`src/rtl/adpll_phase_detector_if.sv`:
```
// rtl/adpll_phase_detector_if.sv - phase detector control, clock inputs and measurement outputs
interface adpll_phase_detector_if #(
  parameter int CNT_W = 8
);
  logic             enable;
  logic             ref_in;
  logic             fb_in;
  logic             up;
  logic             dn;
  logic [CNT_W:0]   err;
  logic             err_valid;
  logic             sat;
  logic             locked;

  modport master (
    output enable, ref_in, fb_in,
    input  up, dn, err, err_valid, sat, locked
  );

  modport slave (
    input  enable, ref_in, fb_in,
    output up, dn, err, err_valid, sat, locked
  );
endinterface

```
`src/rtl/adpll_phase_detector.sv`:
```
// rtl/adpll_phase_detector.sv - ADPLL phase/frequency detector with signed error word and lock detect
module adpll_phase_detector #(
  parameter int CNT_W    = 8,
  parameter int LOCK_TOL = 2,
  parameter int LOCK_CNT = 8
) (
  input  logic                  clk,
  input  logic                  reset_n,
  adpll_phase_detector_if.slave bus
);

  localparam logic [CNT_W-1:0] MAXC  = '1;
  localparam logic [CNT_W-1:0] TOL   = CNT_W'(LOCK_TOL);
  localparam int               RUN_W = $clog2(LOCK_CNT + 1);
  localparam logic [RUN_W-1:0] RUN_MAX = RUN_W'(LOCK_CNT);

  typedef enum logic [1:0] {IDLE, REF_LEAD, FB_LEAD} state_t;

  state_t           state, state_n;
  logic [CNT_W-1:0] count, count_n;
  logic [CNT_W:0]   err_q, err_n;
  logic             valid_q, valid_n;
  logic             sat_q, sat_n;
  logic [RUN_W-1:0] run, run_n;
  logic             locked_q, locked_n;

  logic ref_s1, ref_s2, ref_prev;
  logic fb_s1, fb_s2, fb_prev;
  logic ref_rise, fb_rise;

  logic             meas;
  logic             meas_sat;
  logic             meas_neg;
  logic [CNT_W-1:0] meas_mag;

  // Both inputs see the same synchronizer depth so the latency cancels in err.
  always_ff @(posedge clk or negedge reset_n) begin
    if (!reset_n) begin
      ref_s1   <= 1'b0;
      ref_s2   <= 1'b0;
      ref_prev <= 1'b0;
      fb_s1    <= 1'b0;
      fb_s2    <= 1'b0;
      fb_prev  <= 1'b0;
    end else begin
      ref_s1   <= bus.ref_in;
      ref_s2   <= ref_s1;
      ref_prev <= ref_s2;
      fb_s1    <= bus.fb_in;
      fb_s2    <= fb_s1;
      fb_prev  <= fb_s2;
    end
  end

  assign ref_rise = ref_s2 & ~ref_prev;
  assign fb_rise  = fb_s2 & ~fb_prev;

  always_ff @(posedge clk or negedge reset_n) begin
    if (!reset_n) begin
      state    <= IDLE;
      count    <= '0;
      err_q    <= '0;
      valid_q  <= 1'b0;
      sat_q    <= 1'b0;
      run      <= '0;
      locked_q <= 1'b0;
    end else begin
      state    <= state_n;
      count    <= count_n;
      err_q    <= err_n;
      valid_q  <= valid_n;
      sat_q    <= sat_n;
      run      <= run_n;
      locked_q <= locked_n;
    end
  end

  always_comb begin
    state_n  = state;
    count_n  = count;
    err_n    = err_q;
    sat_n    = sat_q;
    valid_n  = 1'b0;
    run_n    = run;
    meas     = 1'b0;
    meas_sat = 1'b0;
    meas_neg = 1'b0;
    meas_mag = '0;

    if (!bus.enable) begin
      state_n = IDLE;
      count_n = '0;
    end else begin
      case (state)
        IDLE: begin
          if (ref_rise && fb_rise) begin
            meas = 1'b1;
          end else if (ref_rise) begin
            state_n = REF_LEAD;
            count_n = CNT_W'(1);
          end else if (fb_rise) begin
            state_n = FB_LEAD;
            count_n = CNT_W'(1);
          end
        end
        REF_LEAD: begin
          // A closing edge wins over a simultaneous slip edge.
          if (fb_rise) begin
            meas     = 1'b1;
            meas_mag = count;
            state_n  = IDLE;
            count_n  = '0;
          end else if (ref_rise) begin
            meas     = 1'b1;
            meas_sat = 1'b1;
            meas_mag = MAXC;
            count_n  = CNT_W'(1);
          end else if (count == MAXC) begin
            meas     = 1'b1;
            meas_sat = 1'b1;
            meas_mag = MAXC;
            state_n  = IDLE;
            count_n  = '0;
          end else begin
            count_n = count + CNT_W'(1);
          end
        end
        FB_LEAD: begin
          meas_neg = 1'b1;
          if (ref_rise) begin
            meas     = 1'b1;
            meas_mag = count;
            state_n  = IDLE;
            count_n  = '0;
          end else if (fb_rise) begin
            meas     = 1'b1;
            meas_sat = 1'b1;
            meas_mag = MAXC;
            count_n  = CNT_W'(1);
          end else if (count == MAXC) begin
            meas     = 1'b1;
            meas_sat = 1'b1;
            meas_mag = MAXC;
            state_n  = IDLE;
            count_n  = '0;
          end else begin
            count_n = count + CNT_W'(1);
          end
        end
        default: begin
          state_n = IDLE;
          count_n = '0;
        end
      endcase
    end

    if (meas) begin
      valid_n = 1'b1;
      sat_n   = meas_sat;
      err_n   = meas_neg ? -{1'b0, meas_mag} : {1'b0, meas_mag};
    end

    if (!bus.enable) begin
      run_n = '0;
    end else if (meas) begin
      if (!meas_sat && (meas_mag <= TOL))
        run_n = (run == RUN_MAX) ? run : run + RUN_W'(1);
      else
        run_n = '0;
    end

    locked_n = (run_n == RUN_MAX);
  end

  assign bus.up        = (state == REF_LEAD);
  assign bus.dn        = (state == FB_LEAD);
  assign bus.err       = err_q;
  assign bus.err_valid = valid_q;
  assign bus.sat       = sat_q;
  assign bus.locked    = locked_q;

endmodule

```
`src/flat_wrapper.sv`:
```
// flat-port wrapper written by rule: the top's interface ports become plain ports
module adpll_phase_detector_flat 
#(
  parameter int CNT_W    = 8,
  parameter int LOCK_TOL = 2,
  parameter int LOCK_CNT = 8
)
  (clk, reset_n, bus_enable, bus_ref_in, bus_fb_in, bus_up, bus_dn, bus_err, bus_err_valid, bus_sat, bus_locked);
  adpll_phase_detector_if #(.CNT_W(CNT_W)) bus_i ();
  input  logic clk;
  input  logic reset_n;
  input wire logic [$bits(bus_i.enable)-1:0] bus_enable;
  input wire logic [$bits(bus_i.ref_in)-1:0] bus_ref_in;
  input wire logic [$bits(bus_i.fb_in)-1:0] bus_fb_in;
  output wire logic [$bits(bus_i.up)-1:0] bus_up;
  output wire logic [$bits(bus_i.dn)-1:0] bus_dn;
  output wire logic [$bits(bus_i.err)-1:0] bus_err;
  output wire logic [$bits(bus_i.err_valid)-1:0] bus_err_valid;
  output wire logic [$bits(bus_i.sat)-1:0] bus_sat;
  output wire logic [$bits(bus_i.locked)-1:0] bus_locked;
  assign bus_i.enable = bus_enable;
  assign bus_i.ref_in = bus_ref_in;
  assign bus_i.fb_in = bus_fb_in;
  assign bus_up = bus_i.up;
  assign bus_dn = bus_i.dn;
  assign bus_err = bus_i.err;
  assign bus_err_valid = bus_i.err_valid;
  assign bus_sat = bus_i.sat;
  assign bus_locked = bus_i.locked;
  adpll_phase_detector #(.CNT_W(CNT_W), .LOCK_TOL(LOCK_TOL), .LOCK_CNT(LOCK_CNT)) u_core (.clk(clk), .reset_n(reset_n), .bus(bus_i));
endmodule
```
`config.mk`:
```
export PLATFORM = sky130hd
export DESIGN_NAME = adpll_phase_detector_flat
export DESIGN_NICKNAME = d
export VERILOG_FILES = /design/src/rtl/adpll_phase_detector_if.sv /design/src/rtl/adpll_phase_detector.sv /design/src/flat_wrapper.sv
export SDC_FILE = /design/constraint.sdc
export NUM_CORES = 1
export LEC_CHECK = 0
export CORE_MARGIN = 5
export CORE_UTILIZATION = 42
export CTS_BUF_LIST = sky130_fd_sc_hd__clkbuf_4 sky130_fd_sc_hd__clkbuf_8
export CTS_CLUSTER_DIAMETER = 120
export CTS_CLUSTER_SIZE = 14
export DETAILED_ROUTE_END_ITERATION = 10
export HOLD_SLACK_MARGIN = 0.15
export PLACE_DENSITY_LB_ADDON = 0.2
export SLEW_MARGIN = 30
export SYNTH_ARGS = -nofsm -noshare
export SYNTH_HDL_FRONTEND = slang
export SYNTH_SLANG_ARGS = --single-unit
```
`constraint.sdc`:
```
create_clock -name clk -period 3.7 [get_ports clk]
set_input_delay 0.74 -clock clk [delete_from_list [all_inputs] [get_ports clk]]
set_output_delay 0.74 -clock clk [all_outputs]
set_load 0.02 [all_outputs]
```
==> impl_metrics.csv, run 1 <==
group,metric,value,unit
logic_synthesis,synthTopCellsByArea,"dfrtp_1, nand2_1, ha_1",
power_and_ir_drop,powerDensity,433.2,nW/um^2
floorplan,dieArea,6540,sq um
global_routing,grt_pass1_wl,8438,microns
timing,fin_crit,3165,ps
critical_path,cp.required,3870,ps
logic_synthesis,ys_seq_area_share,37.96,%
global_routing,overflow,0,
timing,worstMarginPinSlew,691.3,ps
floorplan,die_h,80.87,microns
route,ant_nets,0,
power_and_ir_drop,sw_frac_of_total,32.67,%
critical_path,worstPathArrival,3340,ps
power_and_ir_drop,seqPwrFrac,35.8,%
critical_path,cp-start-kind,"flip-flop",
route,num_vias,1903,
clock_tree,hold_buffers,0,
route,drt_iter0_drc,170,
power_and_ir_drop,clkPwrFrac,34.0,%
global_routing,track_usage,16.38,%
floorplan,die_w,80.87,microns
logic_synthesis,synth_largest_area_cell,"dfrtp_1",
logic_synthesis,yosysWarnings,0,
route,avgViaCountPerCell,5.698,
power_and_ir_drop,ir_drop,0.2412,mV
clock_tree,clock_path_buffers,2,
logic_synthesis,synth_area,2110,sq um
clock_tree,postCtsSetupRepairBufs,0,
final_layout,utilization,52.26,%
route,wl,4794,microns
critical_path,crit_chain,"inv_1 > ha_1 > or2_1 > nand2_1 > a21o_1 > ha_1 > nand2b_1 > a31o_1 > a211oi_2 > nor4_1 > a311o_1 > and3_1",
placed_design,post_dp_cell_area,2375,sq um
final_layout,nets,280,
job,cap_violations,0,
floorplan,start_util,44.08,%
final_layout,ff_latch_area,800.8,sq um
critical_path,slowest_delay,420,ps
final_layout,final_area,2501,sq um
route,dr.pass1.iters,4,
clock_tree,cts_tree,"built",
critical_path,cp_max_fo,10,
clock_tree,clockRootBuffer,"clkbuf_8",
logic_synthesis,ys.flop_type,"dfrtp_1",
global_routing,grt_pass1_vias,1778,
placed_design,port_buffers,18,
critical_path,critical_path_class,"flip-flop to flip-flop",
timing,max_freq,0.3159,GHz
hold_path,hp-class,"flip-flop to flip-flop",
timing,fin_tns_setup,0,ps
power_and_ir_drop,p_switching,0.3540,mW
clock_tree,cts_sinks,32,
critical_path,endpoint_kind,"flip-flop",
clock_tree,cts_htree_levels,2,
route,avgRoutedWirePerCell,14.35,microns
final_layout,area_delta_synth_final,18.56,%
power_and_ir_drop,p_leak,1.009,nW
clock_tree,clk_pin_slew,70,ps
power_and_ir_drop,p_comb_share,30.2,%
logic_synthesis,async_flop_share,100.0,%
final_layout,antennaDiodeCount,0,
logic_synthesis,synthDistinctLibCells,61,
placed_design,hpwl,3463,microns
global_routing,grt_max_degree,33,
timing,fin_skew,12.33,ps
global_routing,grt_antenna_before_repair,0,
logic_synthesis,syn_nets,260,
timing,hold_viol,0,
status,outcome,"completed",
logic_synthesis,avgSynthCellArea,8.575,sq um
clock_tree,cts-resized-gates,0,
logic_synthesis,yosys.area.top_type_share,37.96,%
clock_tree,cts_buffers,5,
final_layout,multi_input_area,1209,sq um
clock_tree,worst_skew_pair.late_latency,290,ps
timing,slew_headroom,53.77,%
floorplan,ioPinCount,19,
route,route.detailed.drc,0,
floorplan,core,4786,sq um
floorplan,num_rows,25,
critical_path,crit_path_frequent_cell,"ha_1",
timing,rsz0062_at_grt,"no",
power_and_ir_drop,p_int,0.7296,mW
timing,finalCritPeriodShare,85.55,%
placed_design,gp_congestion,0.9029,
logic_synthesis,synth_edf_count,0,
logic_synthesis,synthCells,246,
critical_path,crit_slowest_cell,"dfrtp_1",
final_layout,fillers,442,
timing,maxSlewViolCount,0,
logic_synthesis,yosys_register_bits,32,
timing,setup_viol,0,
final_layout,drive_gt1_share,12.73,%
-- power by group through the flow --
stage	clock, mW	sequential (mW)	combinational [mW]
2_1_floorplan	0	0.404	0.219
3_3_place_gp	0	0.394	0.326
3_5_place_dp	0	0.394	0.322
4_1_cts	0.378	0.388	0.325
5_1_grt	0.394	0.390	0.365
6_report	0.369	0.388	0.327
-- layout make-up --
type                    count  share of cell area, %
multi-input cells         192                  48.32
flip-flops and latches     32                  32.02
repair buffers             28                  10.21
clock buffers               7                  3.852
well taps                  67                  3.352
clock inverters             1                  1.201
inverters                   7                  1.051
-- cell usage after synthesis (all sizes together) (3+ instances only) --
| master | count |
|---|---|
| a211oi | 4 |
| a21oi | 11 |
| a22oi | 3 |
| a31oi | 3 |
| and2 | 3 |
| and3 | 3 |
| buf | 12 |
| clkbuf | 3 |
| dfrtp | 32 |
| ha | 9 |
| inv | 7 |
| nand2 | 37 |
| nand2b | 6 |
| nand3 | 9 |
| nor2 | 19 |
| nor2b | 6 |
| nor4 | 3 |
| o21ai | 25 |
| o2bb2ai | 3 |
| o31ai | 5 |
| o41ai | 3 |
| or2 | 6 |
| xor2 | 3 |
-- layer usage --
layer | global-route usage, % | vias to the layer above | wire, microns | part of all wire (%)
met2 | 25.37 | 47 | 2212 | 46
met5 | 0 | - | 0 | 0
met3 | 3.880 | 7 | 224 | 4.7
met1 | 22.46 | 923 | 2296 | 48
met4 | 5.405 | 0 | 61 | 1.3
li1 | - | 926 | - | -
-- path summary, 6_finish.rpt --
check                                 from  slack (ps)                end  cells after the start
max                        u_core.state[0]         530  u_core.bus.locked                     12
min                           u_core.fb_s1         350       u_core.fb_s2                      0
max reg2reg                u_core.state[0]         530  u_core.bus.locked                     12
min reg2reg                   u_core.fb_s1         350       u_core.fb_s2                      0
max in group asynchronous          reset_n        2550       u_core.fb_s1                      2
min in group asynchronous          reset_n         850  u_core.bus.err[7]                      2
-- metrics by stage --
step                      setup slack [ps]  instances  hold WS (ps)  power [mW]
after floorplan                      738.7        246         331.2      0.6225
after global placement               374.5        326         332.9      0.7192
after detailed placement             320.3        326         337.9      0.7162
after CTS                            535.2        334         353.9       1.091
after global routing                 278.7        334         366.3       1.149
final                                534.6        334         351.1       1.084
-- cell families after synthesis --
group | count (synthesis) | share of synthesized area [%]
flops | 32 | 37.96
buf+inv | 22 | 4.745
xor+xnor | 5 | 2.076
mux | 2 | 1.008
simple gates | 99 | 23.19
fa+ha+maj | 9 | 5.338
compound gates | 77 | 25.68
-- sequential cells by signal (all words and copies together), names as in the netlist --
signal	flops
u_core.bus.err	9
u_core.count	8
u_core.run	4
u_core.state	2
u_core.bus.err_valid	1
u_core.bus.locked	1
u_core.bus.sat	1
u_core.fb_prev	1
u_core.fb_s1	1
u_core.fb_s2	1
u_core.ref_prev	1
u_core.ref_s1	1
u_core.ref_s2	1
-- worst max-delay path, delay by kind of cell, from the launching register on --
kind	cells	cell delay, ps
AO/OA/AOI/OAI	4	1140
adder cells (fa/ha/maj)	2	580
buffers and inverters	1	100
flip-flops	1	420
AND/OR/NAND/NOR	5	800
-- cells in the final DEF (no fill, tap or decap), types with 3 or more instances in the layout --
cell type	Yosys	final
a21oi_1	11	11
a31oi_1	3	3
and3_1	3	3
buf_4	1	10
clkbuf_8	0	7
clkdlybuf4s50_1	0	18
dfrtp_1	32	32
ha_1	9	9
inv_1	6	6
nand2_1	37	37
nand2b_1	6	6
nand3_1	9	9
nor2_1	18	18
nor2b_1	4	4
nor4_1	3	3
o21ai_0	12	12
o21ai_1	12	12
o2bb2ai_1	3	3
o31ai_1	5	5
xor2_1	3	3
Note: power is estimated with default switching activity, not from simulation.
==> inputs of run 2 (changes only) <==
Settings changed: CORE_MARGIN 5 to 1.5.
==> impl_metrics.csv, run 2 (synthesized netlist as in run 1, its figures left out) <==
group,metric,value,unit
timing,fin_skew,8.330,ps
timing,hold_viol,0,
timing,maxSlewViolCount,0,
placed_design,port_buffers,18,
clock_tree,cts_htree_levels,2,
clock_tree,postCtsSetupRepairBufs,0,
global_routing,grt_antenna_before_repair,0,
clock_tree,clock_path_buffers,2,
final_layout,multi_input_area,1216,sq um
route,avgRoutedWirePerCell,14.24,microns
global_routing,grt_pass1_wl,8438,microns
job,cap_violations,0,
power_and_ir_drop,p_leak,1.010,nW
global_routing,grt_pass1_vias,1778,
clock_tree,cts_sinks,32,
route,num_vias,1853,
floorplan,core,4786,sq um
route,drt_iter0_drc,162,
global_routing,track_usage,20.25,%
global_routing,grt.busiest_layer,"met2",
floorplan,die_h,73.87,microns
final_layout,area_delta_synth_final,18.56,%
global_routing,use_met1,28.95,%
final_layout,final_area,2501,sq um
final_layout,layout_common_cells,"nand2_1, dfrtp_1, nor2_1, clkdlybuf4s50_1",
timing,fin_tns_setup,0,ps
global_routing,use_met3,3.018,%
final_layout,ff_latch_area,800.8,sq um
clock_tree,hold_buffers,0,
timing,rsz0062_at_grt,"no",
clock_tree,worst_skew_pair.late_latency,300,ps
placed_design,hpwl,3448,microns
power_and_ir_drop,ir_drop,0.2315,mV
floorplan,die_w,73.87,microns
global_routing,overflow,0,
route,wl,4770,microns
placed_design,post-place-ws,297.3,ps
floorplan,start_util,44.08,%
final_layout,nets,281,
floorplan,dieArea,5457,sq um
route,avgViaCountPerCell,5.531,
global_routing,gr-usage-met2,30.13,%
clock_tree,cts_tree,"built",
final_layout,fillers,456,
power_and_ir_drop,powerDensity,423.0,nW/um^2
placed_design,dp.cells,327,
final_layout,drive_gt1_share,13.06,%
floorplan,ioPinCount,19,
timing,finalCritPeriodShare,85.83,%
clock_tree,cts-resized-gates,0,
critical_path,worstPathArrival,3360,ps
timing,layout_setup_ws,524.3,ps
clock_tree,clockRootBuffer,"clkbuf_8",
critical_path,cp-start-kind,"flip-flop",
timing,setup_viol,0,
final_layout,layout_commonest_cell,"nand2_1",
timing,hold_ws,352.1,ps
clock_tree,clk_pin_slew,70,ps
route,ant_nets,0,
status,outcome,"completed",
floorplan,num_rows,25,
critical_path,cp.required,3890,ps
timing,max_freq,0.3149,GHz
hold_path,hp-class,"flip-flop to flip-flop",
global_routing,grt_max_degree,33,
final_layout,largest_register_ffs,9,
critical_path,critical_path_class,"flip-flop to flip-flop",
power_and_ir_drop,p_total,1.058,mW
critical_path,endpoint_kind,"flip-flop",
critical_path,cp_max_fo,10,
placed_design,gp_congestion,0.8685,
final_layout,antennaDiodeCount,0,
timing,fin_crit,3176,ps
timing,slew_headroom,56.58,%
final_layout,utilization,52.26,%
placed_design,post_dp_cell_area,2390,sq um
route,route.detailed.drc,0,
timing,worstMarginPinSlew,648.9,ps
clock_tree,cts_buffers,5,
final_layout,fin_cells,335,
route,dr.pass1.iters,4,
## run 2: cell type report
class	count	area share, %
Clock inverter	2	1.401
Multi-Input combinational cell	192	48.62
Timing Repair Buffer	29	10.51
Tap cell	67	3.352
Inverter	7	1.051
Clock buffer	6	3.052
Sequential cell	32	32.02
## run 2: worst max-delay path: stages, from the launching register on
cell	delay [ps]
dfrtp_1	410
inv_1	90
ha_1	390
or2_1	340
nand2_1	100
a21o_1	220
ha_1	190
nand2b_1	130
a31o_1	230
a211oi_2	370
nor4_1	90
a311o_1	350
and3_1	150
## run 2: final timing paths
check	from	end	slack, ps	depth (start not counted)
worst max register to register	u_core.state[0]	u_core.bus.locked	520	12
worst min-delay path	u_core.fb_s1	u_core.fb_s2	350	0
worst min register to register	u_core.fb_s1	u_core.fb_s2	350	0
min in group asynchronous	reset_n	u_core.count[3]	840	2
max in group asynchronous	reset_n	u_core.count[0]	2560	2
worst max-delay path	u_core.state[0]	u_core.bus.locked	520	12
## run 2: where the power goes
part           internal [mW]  switching [mW]  total [mW]
clock network          0.207           0.135       0.342
registers              0.371          0.0164       0.388
logic                  0.120           0.208       0.328
## run 2: per-layer routing
layer	routed length [microns]	vias up	part of all wire [%]
li1	-	930	-
met2	2167	48	45
met5	0	-	0
met3	208	12	4.4
met4	104	0	2.2
met1	2290	863	48
==> inputs of run 3 (changes only) <==
Settings changed: CAP_MARGIN set to 20, PLACE_DENSITY set to 0.68, PLACE_DENSITY_LB_ADDON 0.2 to not set.
==> impl_metrics.csv, run 3 (synthesized netlist as in run 1, its figures left out) <==
group,metric,value,unit
global_routing,grt_pass1_vias,1710,
power_and_ir_drop,p_total,0.9943,mW
floorplan,die_w,73.87,microns
route,dr.pass1.iters,4,
clock_tree,cts-resized-gates,0,
final_layout,nets,280,
final_layout,fillers,447,
clock_tree,cts_buffers,5,
global_routing,overflow,0,
clock_tree,cts_sinks,32,
timing,hold_ws,350.7,ps
timing,rsz0062_at_grt,"no",
critical_path,endpoint_kind,"flip-flop",
critical_path,crit_chain,"inv_1 > ha_1 > or2_1 > nand2_1 > a21o_1 > ha_1 > nand2b_1 > a31o_1 > a211oi_2 > nor4_1 > a311o_1 > and3_1",
critical_path,critical_path_class,"flip-flop to flip-flop",
power_and_ir_drop,p_comb_share,32.6,%
final_layout,layout_commonest_cell,"nand2_1",
route,drt_iter0_drc,127,
global_routing,grt.busiest_layer,"met2",
timing,max_freq,0.3144,GHz
route,num_vias,1875,
final_layout,antennaDiodeCount,0,
power_and_ir_drop,p_int,0.6398,mW
floorplan,dieArea,5457,sq um
global_routing,gr-usage-met2,28.73,%
clock_tree,worst_skew_pair.late_latency,290,ps
timing,setup_viol,0,
global_routing,grt_antenna_before_repair,0,
power_and_ir_drop,ir_drop,0.2431,mV
clock_tree,clockRootBuffer,"clkbuf_8",
timing,finalCritPeriodShare,85.95,%
timing,fin_skew,4.880,ps
power_and_ir_drop,clkPwrFrac,28.4,%
global_routing,use_met3,4.938,%
job,cap_violations,0,
global_routing,use_met1,26.81,%
hold_path,hp-class,"flip-flop to flip-flop",
clock_tree,hold_buffers,0,
timing,maxSlewViolCount,0,
critical_path,crit_slowest_cell,"dfrtp_1",
timing,worstMarginPinSlew,734.9,ps
floorplan,ioPinCount,19,
placed_design,hpwl,3452,microns
route,avgRoutedWirePerCell,14.08,microns
final_layout,largest_register_ffs,9,
global_routing,grt_max_degree,33,
clock_tree,clock_path_buffers,2,
floorplan,num_rows,25,
final_layout,drive_gt1_share,12.73,%
global_routing,grt_pass1_wl,8038,microns
clock_tree,postCtsSetupRepairBufs,0,
placed_design,port_buffers,18,
floorplan,core,4786,sq um
critical_path,worstPathArrival,3360,ps
status,outcome,"completed",
timing,hold_viol,0,
critical_path,cp_max_fo,10,
power_and_ir_drop,powerDensity,401.7,nW/um^2
final_layout,area_delta_synth_final,17.32,%
route,avgViaCountPerCell,5.614,
final_layout,utilization,51.71,%
final_layout,layout_common_cells,"nand2_1, dfrtp_1, nor2_1, clkdlybuf4s50_1",
global_routing,track_usage,19.23,%
critical_path,crit_path_frequent_cell,"ha_1",
power_and_ir_drop,p_switching,0.3545,mW
floorplan,die_h,73.87,microns
route,route.detailed.drc,0,
critical_path,cp-start-kind,"flip-flop",
critical_path,slowest_delay,410,ps
timing,fin_tns_setup,0,ps
clock_tree,cts_htree_levels,2,
route,wl,4704,microns
clock_tree,clk_pin_slew,70,ps
critical_path,cp.required,3880,ps
timing,slew_headroom,50.85,%
floorplan,start_util,44.08,%
power_and_ir_drop,sw_frac_of_total,35.65,%
power_and_ir_drop,p_leak,0.9973,nW
timing,fin_crit,3180,ps
power_and_ir_drop,seqPwrFrac,39.0,%
route,ant_nets,0,
clock_tree,cts_tree,"built",
placed_design,gp_congestion,0.9289,
-- run 3: layout make-up --
cell class	count	area (sq um)	area share, %
multi-input cells	192	1216	49.14
flip-flops and latches	32	800.8	32.36
repair buffers	28	255.2	10.31
well taps	67	83.83	3.387
clock buffers	6	82.58	3.337
inverters	7	26.28	1.062
clock inverters	2	10.01	0.4044
-- run 3: worst max-delay path: cells and delay by family (launching register included) --
family	cells	cell delay, ps
buffers and inverters	1	90
and+or+nand+nor	5	810
adders and majority gates	2	590
DFF	1	410
AOI/OAI and AO/OA	4	1170
-- run 3: path summary, 6_finish.rpt --
check | start | end | slack (ps) | cells after the start
setup / recovery | u_core.state[0] | u_core.bus.locked | 520 | 12
hold / removal | u_core.fb_s1 | u_core.fb_s2 | 350 | 0
setup reg to reg | u_core.state[0] | u_core.bus.locked | 520 | 12
hold reg to reg | u_core.fb_s1 | u_core.fb_s2 | 350 | 0
max in group asynchronous | reset_n | u_core.count[6] | 2550 | 2
min in group asynchronous | reset_n | u_core.bus.err[2] | 840 | 2
-- run 3: routing by layer --
| layer | wire [microns] | part of all wire, % |
|---|---|---|
| met3 | 296 | 6.3 |
| met4 | 66 | 1.4 |
| met5 | 0 | 0 |
| met2 | 2115 | 45 |
| met1 | 2225 | 47 |
-- run 3: power by group through the flow --
stage	Combinational, mW	Sequential (mW)	Clock, mW
after floorplan	0.219	0.404	0
after global placement	0.321	0.394	0
after detailed placement	0.319	0.395	0
after CTS	0.320	0.388	0.287
after global routing	0.359	0.390	0.301
final	0.324	0.388	0.283
-- run 3: metrics by stage --
stage                     std cells  setup WS (ps)  instance area [sq um]
after floorplan                 246          738.7                   2110
after global placement          326          370.0                   2375
after detailed placement        326          304.3                   2375
after CTS                       334          517.7                   2467
after global routing            334          322.3                   2475
final                           334          519.7                   2475
